`src/rtl/uart_tx_sched.sv`:
```
// Round-robin scheduler sharing one UART TX byte interface between NREQ requesters.
// A grant is held for a whole packet (closed by last), with an optional idle gap after it.
module uart_tx_sched #(
    parameter int NREQ = 4,
    parameter int GAPW = 8
) (
    input  logic              clk,
    input  logic              rst_n,
    input  logic              tx_enable_i,
    input  logic [GAPW-1:0]   gap_cycles_i,
    input  logic [NREQ*8-1:0] req_data_i,
    input  logic [NREQ-1:0]   req_valid_i,
    input  logic [NREQ-1:0]   req_last_i,
    output logic [NREQ-1:0]   req_ready_o,
    output logic [7:0]        tx_d_o,
    output logic              tx_d_valid_o,
    input  logic              tx_d_ready_i,
    output logic [NREQ-1:0]   grant_o,
    output logic              busy_o
);

    localparam int PW = (NREQ > 1) ? $clog2(NREQ) : 1;

    typedef enum logic [1:0] {IDLE, XFER, GAP} state_t;

    state_t            state_q, state_d;
    logic [NREQ-1:0]   grant_q, grant_d;
    logic [PW-1:0]     own_q, own_d;
    logic [PW-1:0]     ptr_q, ptr_d;
    logic [GAPW-1:0]   gap_q, gap_d;

    logic              found;
    logic [PW-1:0]     win;
    logic              vld;
    logic              beat;

    // Index arithmetic modulo NREQ, valid for non-power-of-two requester counts.
    function automatic logic [PW-1:0] idx_add(input logic [PW-1:0] base, input int k);
        int s;
        s = int'(base) + k;
        if (s >= NREQ) s = s - NREQ;
        return PW'(s);
    endfunction

    always_ff @(posedge clk or negedge rst_n) begin
        if (!rst_n) begin
            state_q <= IDLE;
            grant_q <= '0;
            own_q   <= '0;
            ptr_q   <= '0;
            gap_q   <= '0;
        end else begin
            state_q <= state_d;
            grant_q <= grant_d;
            own_q   <= own_d;
            ptr_q   <= ptr_d;
            gap_q   <= gap_d;
        end
    end

    always_comb begin
        state_d      = state_q;
        grant_d      = grant_q;
        own_d        = own_q;
        ptr_d        = ptr_q;
        gap_d        = gap_q;
        tx_d_o       = '0;
        tx_d_valid_o = 1'b0;
        req_ready_o  = '0;
        found        = 1'b0;
        win          = '0;
        vld          = 1'b0;
        beat         = 1'b0;

        case (state_q)
            IDLE: begin
                // First valid requester at or after ptr wins.
                for (int k = 0; k < NREQ; k++) begin
                    if (!found && req_valid_i[idx_add(ptr_q, k)]) begin
                        found = 1'b1;
                        win   = idx_add(ptr_q, k);
                    end
                end
                if (tx_enable_i && found) begin
                    own_d   = win;
                    grant_d = {{(NREQ-1){1'b0}}, 1'b1} << win;
                    state_d = XFER;
                end
            end
            XFER: begin
                vld                = req_valid_i[own_q] & tx_enable_i;
                beat               = vld & tx_d_ready_i;
                tx_d_o             = req_data_i[int'(own_q)*8 +: 8];
                tx_d_valid_o       = vld;
                req_ready_o[own_q] = tx_d_ready_i & tx_enable_i;
                if (beat && req_last_i[own_q]) begin
                    ptr_d   = idx_add(own_q, 1);
                    grant_d = '0;
                    if (gap_cycles_i != '0) begin
                        gap_d   = gap_cycles_i;
                        state_d = GAP;
                    end else begin
                        state_d = IDLE;
                    end
                end
            end
            GAP: begin
                gap_d = gap_q - 1'b1;
                if (gap_q <= 1) state_d = IDLE;
            end
            default: state_d = IDLE;
        endcase
    end

    assign grant_o = grant_q;
    assign busy_o  = (state_q != IDLE);

endmodule

```
`config.mk`:
```
export PLATFORM = sky130hd
export DESIGN_NAME = uart_tx_sched
export DESIGN_NICKNAME = d
export VERILOG_FILES = /design/src/rtl/uart_tx_sched.sv
export SDC_FILE = /design/constraint.sdc
export NUM_CORES = 1
export LEC_CHECK = 0
export ABC_AREA = 1
export ABC_CLOCK_PERIOD_IN_PS = 1800
export CORE_MARGIN = 3
export CORE_UTILIZATION = 25
export CTS_CLUSTER_DIAMETER = 100
export DETAILED_ROUTE_END_ITERATION = 16
export PLACE_DENSITY_LB_ADDON = 0.2
export SKIP_CTS_REPAIR_TIMING = 1
export SLEW_MARGIN = 40
export SYNTH_ARGS = -nofsm -noshare
export SYNTH_HDL_FRONTEND = slang
export SYNTH_SLANG_ARGS = --single-unit
```
`constraint.sdc`:
```
create_clock -name clk -period 1.8 [get_ports clk]
set_input_delay 0.36 -clock clk [delete_from_list [all_inputs] [get_ports clk]]
set_output_delay 0.36 -clock clk [all_outputs]
set_load 0.01 [all_outputs]
```
==> out/results.ini, run 1 <==
[critical_path]
crit_chain=buf_6 > buf_4 > ha_1 > nand2_1 > nor2_1 > clkbuf_2
slowest_stage=dfrtp_2
crit_type=reg -> out
start_kind=flop
cp.arrival_ns=1.39
cp_max_fo=9
cp_top_family=flip-flops
slowest_delay_ns=0.44
crit_path_end_kind=primary output
critPathBufInv=3
cp.required_ns=1.44

[die]
dieArea_um2=7940
die_w_um=89.1
die_h_um=89.1
coreArea_um2=6530
rows=29
io-pin-count=70
start_util=0.264

[global_routing]
track_usage=0.136
grt_start_max_net_pins=19
grt_pass1_vias=1893
antenna_found_initial=0
grt_overflow_total=0
grt_pass1_wl_um=8650

[cts]
cts_htree_levels=1
clock_latency_ns=0.25
cts_sinks=18
cts_root_buf=clkbuf_8
clk_pin_slew_worst_paths_ns=0.07
cts_buffer_depth=2
cts_tree=done
cts_buffers=3

[final_layout]
fill_cells=698
area_growth_pct=65.0
layout_common_cells=nand2_1 (64), clkdlybuf4s50_1 (54), nor2_1 (44)
antennaDiodeCount=0
final_common_cell=nand2_1
drive_above_1_share=0.261
fin_nets=439

[sta]
slew_viol_final=0
fin_skew_ns=0.00423
finalSetupViolCount=0
layout_setup_ws_ns=0.0482
fmax_ghz=0.571
worst_slew_pin_slew_ns=0.486
worst_hold_slack_ns=0.428
rsz0062_at_grt=yes
fin_crit_ns=1.75
fin_crit_sh=0.973
hold_violations=0
maxSlewHeadroom=0.673

[logic_synthesis]
yosysWarnings=0
syn_nets=336
syn_avg_cell_area_um2=6.21
synth.distinct_cells=28
synth_ff_type=dfrtp_1
syn_inst=278
synthArstFlopShare=1.00
ys_seq_elements=18
synth_edf_count=0
seq_area_frac_synth=0.261
syn_area_um2=1730

[power_and_ir_drop]
peakVddDrop_mv=0.549
leakagePower_nw=1.42
power.density_nw_per_um2=1410

[routing]
ant_nets=0
routed_via_density=4.51
dr.pass1.iters=4
first_iter_violations=61
wl_um=5400
wire_per_inst_um=11.8
vias=2060
drc=0

[placed_design]
hpwl_um=4210
preCtsSetupSlack_ns=-0.394
io_buffer_count=69
place_congestion=0.741

[min_path]
min_path_type=in -> async

[job]
drv_cap=0

[outcome]
status=completed

## cell usage after synthesis, types with 2 or more instances
cell type	number	area [um2]
o21ai_1	4	20.0
o21ai_0	26	130
inv_1	23	86.3
nand2_4	4	45.0
nand2_1	69	259
buf_6	2	22.5
buf_2	4	20.0
dfrtp_1	18	450
clkbuf_1	2	7.51
a21oi_1	14	70.1
nor2_1	49	184
nor2_2	2	12.5
nor3_1	3	15.0
inv_2	4	15.0
nor4_1	3	18.8
nand3_2	2	20.0
nand2_2	7	43.8
nand3_1	25	125
o21ai_2	2	17.5
ha_1	6	75.1
nor2_4	2	22.5
## cell families (layout without fill, tap and decap cells)
group,count (synthesis),after routing,synth area share
compound gates,50,50,0.155
fa+ha+maj,6,6,0.0435
buf+inv,37,138,0.0985
flops,18,18,0.261
simple gates,167,168,0.442
## where the power goes
group	total [mW]	leakage (nW)	internal, mW	switching [mW]
clock	0.332	0.0288	0.194	0.138
combinational	2.93	1.17	1.29	1.64
sequential	0.751	0.221	0.585	0.165
total	4.01	1.42	2.07	1.94
## metrics by stage
| stage | total power [mW] | setup TNS (ns) | util | instance area [um2] | cells |
|---|---|---|---|---|---|
| 3_3_place_gp | 3.59 | -5.50 | 0.416 | 2720 | 448 |
| 4_1_cts | 3.97 | -4.64 | 0.424 | 2770 | 452 |
| 5_1_grt | 4.45 | -0.362 | 0.436 | 2850 | 457 |
| 3_5_place_dp | 3.62 | -5.76 | 0.416 | 2720 | 448 |
| 2_1_floorplan | 2.48 | 0 | - | 1730 | 278 |
| 6_report | 4.01 | 0 | 0.436 | 2850 | 457 |
## registers in the layout (all words and copies together), names as in the netlist
register / flops
ptr_q: 2
grant_o: 4
own_q: 2
gap_q: 8
state_q: 2
## metal layers
layer  GRT usage  vias up  wire [um]
li1            -     1106          -
met1       0.170      919       2450
met2       0.252       31       2730
met3      0.0138        4        177
met4      0.0284        0         35
met5           0        -          0
## cell type report
class,instances,area (um2),share of cell area
inverters,28,115,0.0404
clock buffers,4,55.1,0.0193
repair buffers,106,952,0.334
well taps,77,96.3,0.0338
multi-input cells,224,1180,0.413
flip-flops and latches,18,453,0.159
## final timing paths
kind / from / end / slack [ns] / cells past startpoint
max: own_q[0] / req_ready_o[1] / 0.05 / 6
min: rst_n / gap_q[7] / 0.43 / 2
max reg2reg: own_q[0] / gap_q[4] / 0.11 / 10
min reg2reg: grant_o[1] / grant_o[1] / 0.52 / 2
max in group asynchronous: rst_n / own_q[0] / 1.15 / 2
min in group clk: grant_o[1] / grant_o[1] / 0.52 / 2
Note: power is estimated with default switching activity, not from simulation.
==> inputs of run 2 (changes only) <==
--- a/config.mk
+++ b/config.mk
@@ -13,7 +13,7 @@
 export DETAILED_ROUTE_END_ITERATION = 16
 export PLACE_DENSITY_LB_ADDON = 0.2
 export SKIP_CTS_REPAIR_TIMING = 1
-export SLEW_MARGIN = 40
+export SLEW_MARGIN = 20
 export SYNTH_ARGS = -nofsm -noshare
 export SYNTH_HDL_FRONTEND = slang
 export SYNTH_SLANG_ARGS = --single-unit
==> results of run 2 <==
Final layout, timing and power as in run 1 (identical DEF).
